$ cat src/rtl/uart_rx_pkg.sv
// Shared constants and types for the UART receive timing path.
// Holds prescale limits, frame-position helpers and the mid-bit sample slot encoding.
package uart_rx_pkg;

    localparam int unsigned MIN_PRESCALE = 4;
    localparam int unsigned RST_PRESCALE = 16;
    localparam int unsigned START_IDX    = 0;

    typedef enum logic [1:0] {
        SlotLo  = 2'd0,
        SlotMid = 2'd1,
        SlotHi  = 2'd2
    } sample_slot_e;

    // Stop bit position: start bit, data bits, optional parity, then stop.
    function automatic int unsigned stop_idx(input int unsigned data_width, input logic par_en);
        return data_width + (par_en ? 32'd2 : 32'd1);
    endfunction

endpackage

$ cat src/rtl/uart_majority_sampler.sv
// Captures three mid-bit samples of the serial line and registers their majority vote.
// The third sample is voted straight from rx_in so the result lands one clock after it.
module uart_majority_sampler
    import uart_rx_pkg::*;
#(
    parameter int unsigned BIT_CNT_W = 5
) (
    input  logic                 clk,
    input  logic                 rst,
    input  logic                 strobe,
    input  logic [1:0]           slot,
    input  logic                 rx_in,
    input  logic [BIT_CNT_W-1:0] bit_idx,
    output logic                 sample_valid,
    output logic                 sampled_bit,
    output logic [BIT_CNT_W-1:0] sample_idx
);

    logic                 s0_q;
    logic                 s1_q;
    logic                 valid_q;
    logic                 bit_q;
    logic [BIT_CNT_W-1:0] idx_q;
    logic                 take_lo;
    logic                 take_mid;
    logic                 take_hi;
    logic                 vote;

    assign take_lo  = strobe && (slot == SlotLo);
    assign take_mid = strobe && (slot == SlotMid);
    assign take_hi  = strobe && (slot == SlotHi);
    assign vote     = (s0_q & s1_q) | (s0_q & rx_in) | (s1_q & rx_in);

    always_ff @(posedge clk or negedge rst) begin
        if (!rst) begin
            s0_q    <= 1'b0;
            s1_q    <= 1'b0;
            valid_q <= 1'b0;
            bit_q   <= 1'b0;
            idx_q   <= '0;
        end else begin
            valid_q <= take_hi;
            if (take_lo) begin
                s0_q <= rx_in;
            end
            if (take_mid) begin
                s1_q <= rx_in;
            end
            if (take_hi) begin
                bit_q <= vote;
                idx_q <= bit_idx;
            end
        end
    end

    assign sample_valid = valid_q;
    assign sampled_bit  = bit_q;
    assign sample_idx   = idx_q;

endmodule

$ cat src/rtl/uart_rx_bit_timer.sv
// Oversampling edge/bit timer for the UART receiver with configurable prescale and parity.
// Captures config on the rising edge of enable and feeds the majority sampler at mid-bit.
module uart_rx_bit_timer
    import uart_rx_pkg::*;
#(
    parameter int unsigned DATA_WIDTH = 8,
    parameter int unsigned PRESCALE_W = 6,
    parameter int unsigned BIT_CNT_W  = 5
) (
    input  logic                  clk,
    input  logic                  rst,
    input  logic                  enable,
    input  logic [PRESCALE_W-1:0] prescale,
    input  logic                  par_en,
    input  logic                  rx_in,
    output logic [PRESCALE_W-1:0] edge_cnt,
    output logic [BIT_CNT_W-1:0]  bit_idx,
    output logic                  bit_done,
    output logic                  frame_done,
    output logic                  sample_valid,
    output logic                  sampled_bit,
    output logic [BIT_CNT_W-1:0]  sample_idx
);

    localparam logic [PRESCALE_W-1:0] MinPresc  = PRESCALE_W'(MIN_PRESCALE);
    localparam logic [PRESCALE_W-1:0] RstPresc  = PRESCALE_W'(RST_PRESCALE);
    localparam logic [PRESCALE_W-1:0] OneEdge   = PRESCALE_W'(1);
    localparam logic [BIT_CNT_W-1:0]  OneBit    = BIT_CNT_W'(1);
    localparam logic [BIT_CNT_W-1:0]  StartIdx  = BIT_CNT_W'(START_IDX);
    localparam logic [BIT_CNT_W-1:0]  StopNoPar = BIT_CNT_W'(stop_idx(DATA_WIDTH, 1'b0));
    localparam logic [BIT_CNT_W-1:0]  StopPar   = BIT_CNT_W'(stop_idx(DATA_WIDTH, 1'b1));

    logic                  en_q;
    logic                  par_en_q;
    logic [PRESCALE_W-1:0] prescale_q;
    logic [PRESCALE_W-1:0] edge_q;
    logic [PRESCALE_W-1:0] edge_d;
    logic [BIT_CNT_W-1:0]  bit_q;
    logic [BIT_CNT_W-1:0]  bit_d;

    logic [PRESCALE_W-1:0] last_edge;
    logic [PRESCALE_W-1:0] mid;
    logic [PRESCALE_W-1:0] mid_lo;
    logic [PRESCALE_W-1:0] mid_hi;
    logic [BIT_CNT_W-1:0]  last_bit;
    logic                  edge_wrap;
    logic                  frame_wrap;
    logic                  strobe;
    sample_slot_e          slot;

    assign last_edge = prescale_q - OneEdge;
    assign mid       = prescale_q >> 1;
    assign mid_lo    = mid - OneEdge;
    assign mid_hi    = mid + OneEdge;
    assign last_bit  = par_en_q ? StopPar : StopNoPar;

    // Counters sit at zero whenever enable is low, so the capture cycle is always edge 0
    // and the stale prescale_q cannot produce a spurious wrap or strobe in that cycle.
    always_ff @(posedge clk or negedge rst) begin
        if (!rst) begin
            en_q       <= 1'b0;
            par_en_q   <= 1'b0;
            prescale_q <= RstPresc;
            edge_q     <= '0;
            bit_q      <= '0;
        end else begin
            en_q   <= enable;
            edge_q <= edge_d;
            bit_q  <= bit_d;
            if (enable && !en_q) begin
                prescale_q <= (prescale < MinPresc) ? MinPresc : prescale;
                par_en_q   <= par_en;
            end
        end
    end

    always_comb begin
        edge_wrap  = enable && (edge_q == last_edge);
        frame_wrap = edge_wrap && (bit_q == last_bit);
        edge_d     = edge_q + OneEdge;
        bit_d      = bit_q;
        if (!enable) begin
            edge_d = '0;
            bit_d  = '0;
        end else if (edge_wrap) begin
            edge_d = '0;
            bit_d  = frame_wrap ? StartIdx : bit_q + OneBit;
        end
    end

    always_comb begin
        strobe = 1'b0;
        slot   = SlotLo;
        if (enable) begin
            if (edge_q == mid_lo) begin
                strobe = 1'b1;
                slot   = SlotLo;
            end else if (edge_q == mid) begin
                strobe = 1'b1;
                slot   = SlotMid;
            end else if (edge_q == mid_hi) begin
                strobe = 1'b1;
                slot   = SlotHi;
            end
        end
    end

    uart_majority_sampler #(
        .BIT_CNT_W (BIT_CNT_W)
    ) u_sampler (
        .clk          (clk),
        .rst          (rst),
        .strobe       (strobe),
        .slot         (slot),
        .rx_in        (rx_in),
        .bit_idx      (bit_q),
        .sample_valid (sample_valid),
        .sampled_bit  (sampled_bit),
        .sample_idx   (sample_idx)
    );

    assign edge_cnt   = edge_q;
    assign bit_idx    = bit_q;
    assign bit_done   = edge_wrap;
    assign frame_done = frame_wrap;

endmodule

$ cat config.mk
export PLATFORM = sky130hd
export DESIGN_NAME = uart_rx_bit_timer
export DESIGN_NICKNAME = d
export VERILOG_FILES = /design/src/rtl/uart_rx_pkg.sv /design/src/rtl/uart_majority_sampler.sv /design/src/rtl/uart_rx_bit_timer.sv
export SDC_FILE = /design/constraint.sdc
export NUM_CORES = 1
export LEC_CHECK = 0
export CAP_MARGIN = 20
export CORE_ASPECT_RATIO = 0.8
export CORE_UTILIZATION = 35
export DETAILED_ROUTE_END_ITERATION = 6
export PLACE_DENSITY_LB_ADDON = 0.1
export SLEW_MARGIN = 20
export SYNTH_ARGS = -nofsm -noshare
export SYNTH_HDL_FRONTEND = slang
export SYNTH_HIERARCHICAL = 1
export SYNTH_SLANG_ARGS = --single-unit
$ cat constraint.sdc
create_clock -name clk -period 3.49 [get_ports clk]
set_input_delay 0.698 -clock clk [delete_from_list [all_inputs] [get_ports clk]]
set_output_delay 0.698 -clock clk [all_outputs]
set_load 0.01 [all_outputs]
==> impl_metrics.py <==
metrics = {
    "worst_hold_path": {
        "worstHoldStart": "u_sampler/sample_idx[1]",
        "min_path_type": "reg -> reg",
    },
    "route": {
        "drc": 0,
        "viasPerCell": 5.206,
        "wl_per_cell_um": 14.35,
        "drt_first_pass_iters": 4,
        "antenna_left": 0,
        "vias": 1442,
        "drtIter0Drc": 54,
        "wirelength_mm": 3.975,
    },
    "power_and_ir_drop": {
        "vdd_drop_max_mv": 0.1727,
        "clkPwrFrac": 0.225,
        "power.total_uw": 818.1,
        "seq_power_share": 0.486,
        "netSwitchingFraction": 0.3227,
        "p_leak_nw": 1.010,
        "p_int_uw": 554.2,
        "power.density_nw_per_um2": 367.4,
        "p_sw_uw": 264.0,
        "comb_power_share": 0.288,
    },
    "clock_tree": {
        "clock_path_buffers": 2,
        "root_buffer": "clkbuf_8",
        "clock_latency_ns": 0.27,
        "cts_tree": "built",
        "h-tree-depth": 1,
        "cts.clk_slew.worst_paths_ns": 0.10,
        "cts.sinks": 28,
        "cts_buffers": 3,
        "hold_buffers": 0,
    },
    "timing": {
        "holdWs_ns": 0.5155,
        "hold_viol_final": 0,
        "finalSetupTns_ns": 0,
        "max_slew_margin": 0.6726,
        "period_needed_ns": 3.303,
        "finalMaxSlewViolations": 0,
        "clock.fmax_ghz": 0.3028,
        "setup-violations-final": 0,
        "worst_slew_pin_slew_ns": 0.4911,
        "clock_skew_ns": 0.003439,
        "rsz0062_at_grt": "false",
        "finalCritPeriodShare": 0.9464,
    },
    "global_route": {
        "overflow": 0,
        "grt_first_pass_wirelength_mm": 6.810,
        "grt_max_degree": 29,
        "first_global_vias": 1429,
        "antenna_found_initial": 0,
        "grt.total_usage": 0.1690,
    },
    "floorplanning": {
        "initial_utilization": 0.3760,
        "die_h_um": 65.97,
        "dieWidth_um": 81.97,
        "core-area_um2": 4762,
        "die_area_um2": 5407,
        "rows": 22,
        "ios": 31,
    },
    "run_status": {
        "status": "complete, no violations",
    },
    "final_layout": {
        "final_common_cell": "clkdlybuf4s50_1",
        "nets": 235,
        "area_growth_pct": 24.39,
        "final_cell_mix": "clkdlybuf4s50_1 (29), dfrtp_1 (26), nand2_1 (23)",
        "drive_gt1_frac": 0.1567,
        "diodes": 0,
        "num-fill-cells": 491,
    },
    "critical_path": {
        "crit_type": "reg -> out",
        "worstSetupStartpoint": "prescale_q[1]",
        "cp_max_fo": 6,
        "crit_required_ns": 2.79,
        "start_kind": "register",
        "worstPathArrival_ns": 2.60,
        "end_kind": "output pin",
        "r2r_start": "prescale_q[2]",
    },
    "synth": {
        "synth_cell_types": 50,
        "syn-num-nets": 202,
        "synth_top_family_by_area": "simple AND/OR/NAND/NOR gates",
        "async_flop_share": 1.000,
        "seq_area_frac_synth": 0.3920,
        "synthMuxAreaShare": 0.06150,
        "synth_top_area_frac": 0.3774,
        "netlist_top_cells_area": "dfrtp_1 (38%), mux2_2 (5.0%), xnor2_1 (4.9%), nand2_1 (4.8%), ha_1 (4.2%)",
        "synth_seq_cells": 28,
        "synthSimpleGateAreaFrac": 0.2586,
        "postSynthAreaPerCell_um2": 9.678,
        "ys.flop_type": "dfrtp_1",
        "yosysTopAreaCell": "dfrtp_1",
        "synth-compound-area-share": 0.1027,
        "yosysWarnings": 6,
        "yosys.area_share.adder": 0.04822,
        "synth-edff-count": 0,
        "syn-instance-count": 185,
        "synth-xor-area-share": 0.08805,
        "syn_area_um2": 1790,
    },
    "placed_design": {
        "place.gp.congestion": 0.8465,
        "placement.io_buffers": 30,
        "dp_hpwl_mm": 3.037,
    },
    "run": {
        "maxCapViolCount": 0,
    },
}
logic make-up (layout without fill, tap and decap cells):
logic type | Yosys count | after routing
AO/OA/AOI/OAI | 23 | 23
XOR/XNOR | 18 | 18
adder cells (fa/ha/maj) | 7 | 7
buffers and inverters | 17 | 49
flip-flops | 28 | 28
multiplexers | 10 | 10
AND/OR/NAND/NOR | 82 | 82
sequential cells by signal, indices dropped and copies added (netlist names):
signal                  cells
bit_idx                     5
edge_cnt                    6
en_q                        1
par_en_q                    1
prescale_q                  6
u_sampler/s0_q              1
u_sampler/s1_q              1
u_sampler/sample_idx        5
u_sampler/sample_valid      1
u_sampler/sampled_bit       1
power by group through the flow:
stage	registers, mW	logic [mW]	clock network [mW]
2_1_floorplan	0.384	0.171	0
3_3_place_gp	0.401	0.227	0
3_5_place_dp	0.404	0.233	0
4_1_cts	0.398	0.238	0.197
5_1_grt	0.404	0.265	0.206
6_report	0.398	0.236	0.184
cell usage after synthesis (all sizes together) (2+ instances only):
cell / n
and2: 2
o21ai: 4
and3b: 2
mux2: 8
nor3b: 3
nor2b: 3
ha: 6
o311ai: 2
clkbuf: 3
inv: 7
nand3b: 4
nand4: 3
nor2: 10
nor4: 3
nand2: 23
o211ai: 3
dfrtp: 27
nand2b: 4
a21oi: 2
nand3: 9
buf: 7
mux2i: 2
xor2: 8
and3: 3
xnor2: 10
nor3: 10
a21boi: 2
final cells by class:
| cell class | count | area, um^2 | share of cell area |
|---|---|---|---|
| sequential | 28 | 703.2 | 0.3157 |
| multi-input combinational | 140 | 1015 | 0.4556 |
| clock buffer | 4 | 45.04 | 0.02022 |
| tap | 60 | 75.07 | 0.03371 |
| inverter | 7 | 26.28 | 0.01180 |
| timing repair buffer | 38 | 362.8 | 0.1629 |
per-stage QoR:
step | util | cell area (um^2) | setup WS, ns | cells
after floorplan | - | 1790 | 0.6742 | 185
after global placement | 0.4545 | 2165 | 0.2733 | 273
final | 0.4677 | 2227 | 0.1871 | 277
after global routing | 0.4677 | 2227 | 0.01397 | 277
after detailed placement | 0.4545 | 2165 | 0.1573 | 273
after CTS | 0.4664 | 2221 | 0.04761 | 277
metal layers:
| metal | track usage | vias to the layer above | routed length (um) |
|---|---|---|---|
| li1 | - | 718 | - |
| met1 | 0.2363 | 688 | 1915 |
| met2 | 0.2624 | 30 | 1820 |
| met3 | 0.03310 | 6 | 185 |
| met4 | 0.04825 | 0 | 54 |
| met5 | 0 | - | 0 |
final timing paths:
| check | depth (start not counted) | slack (ns) | end |
|---|---|---|---|
| worst max-delay path | 8 | 0.19 | bit_done |
| max in group asynchronous | 2 | 2.40 | prescale_q[4] |
| worst min-delay path | 1 | 0.52 | u_sampler/sample_idx[1] |
| worst max register to register | 10 | 0.70 | u_sampler/sampled_bit |
| worst min register to register | 1 | 0.52 | u_sampler/sample_idx[1] |
| min in group asynchronous | 2 | 0.79 | en_q |
worst max-delay path, cell delays in order, from the launching register on:
cell	delay (ns)
dfrtp_2	0.46
inv_2	0.10
ha_2	0.23
a21boi_2	0.23
a21oi_1	0.14
nor4_4	0.32
nand3_2	0.17
nor2_2	0.13
clkdlybuf4s50_1	0.55
repair_timing:
item	in CTS	in global routing
buffers inserted	0	0
endpoints found under the setup margin	2	2
pin swaps	0	0
resized for setup	4	3
Note: power is estimated with default switching activity, not from simulation.
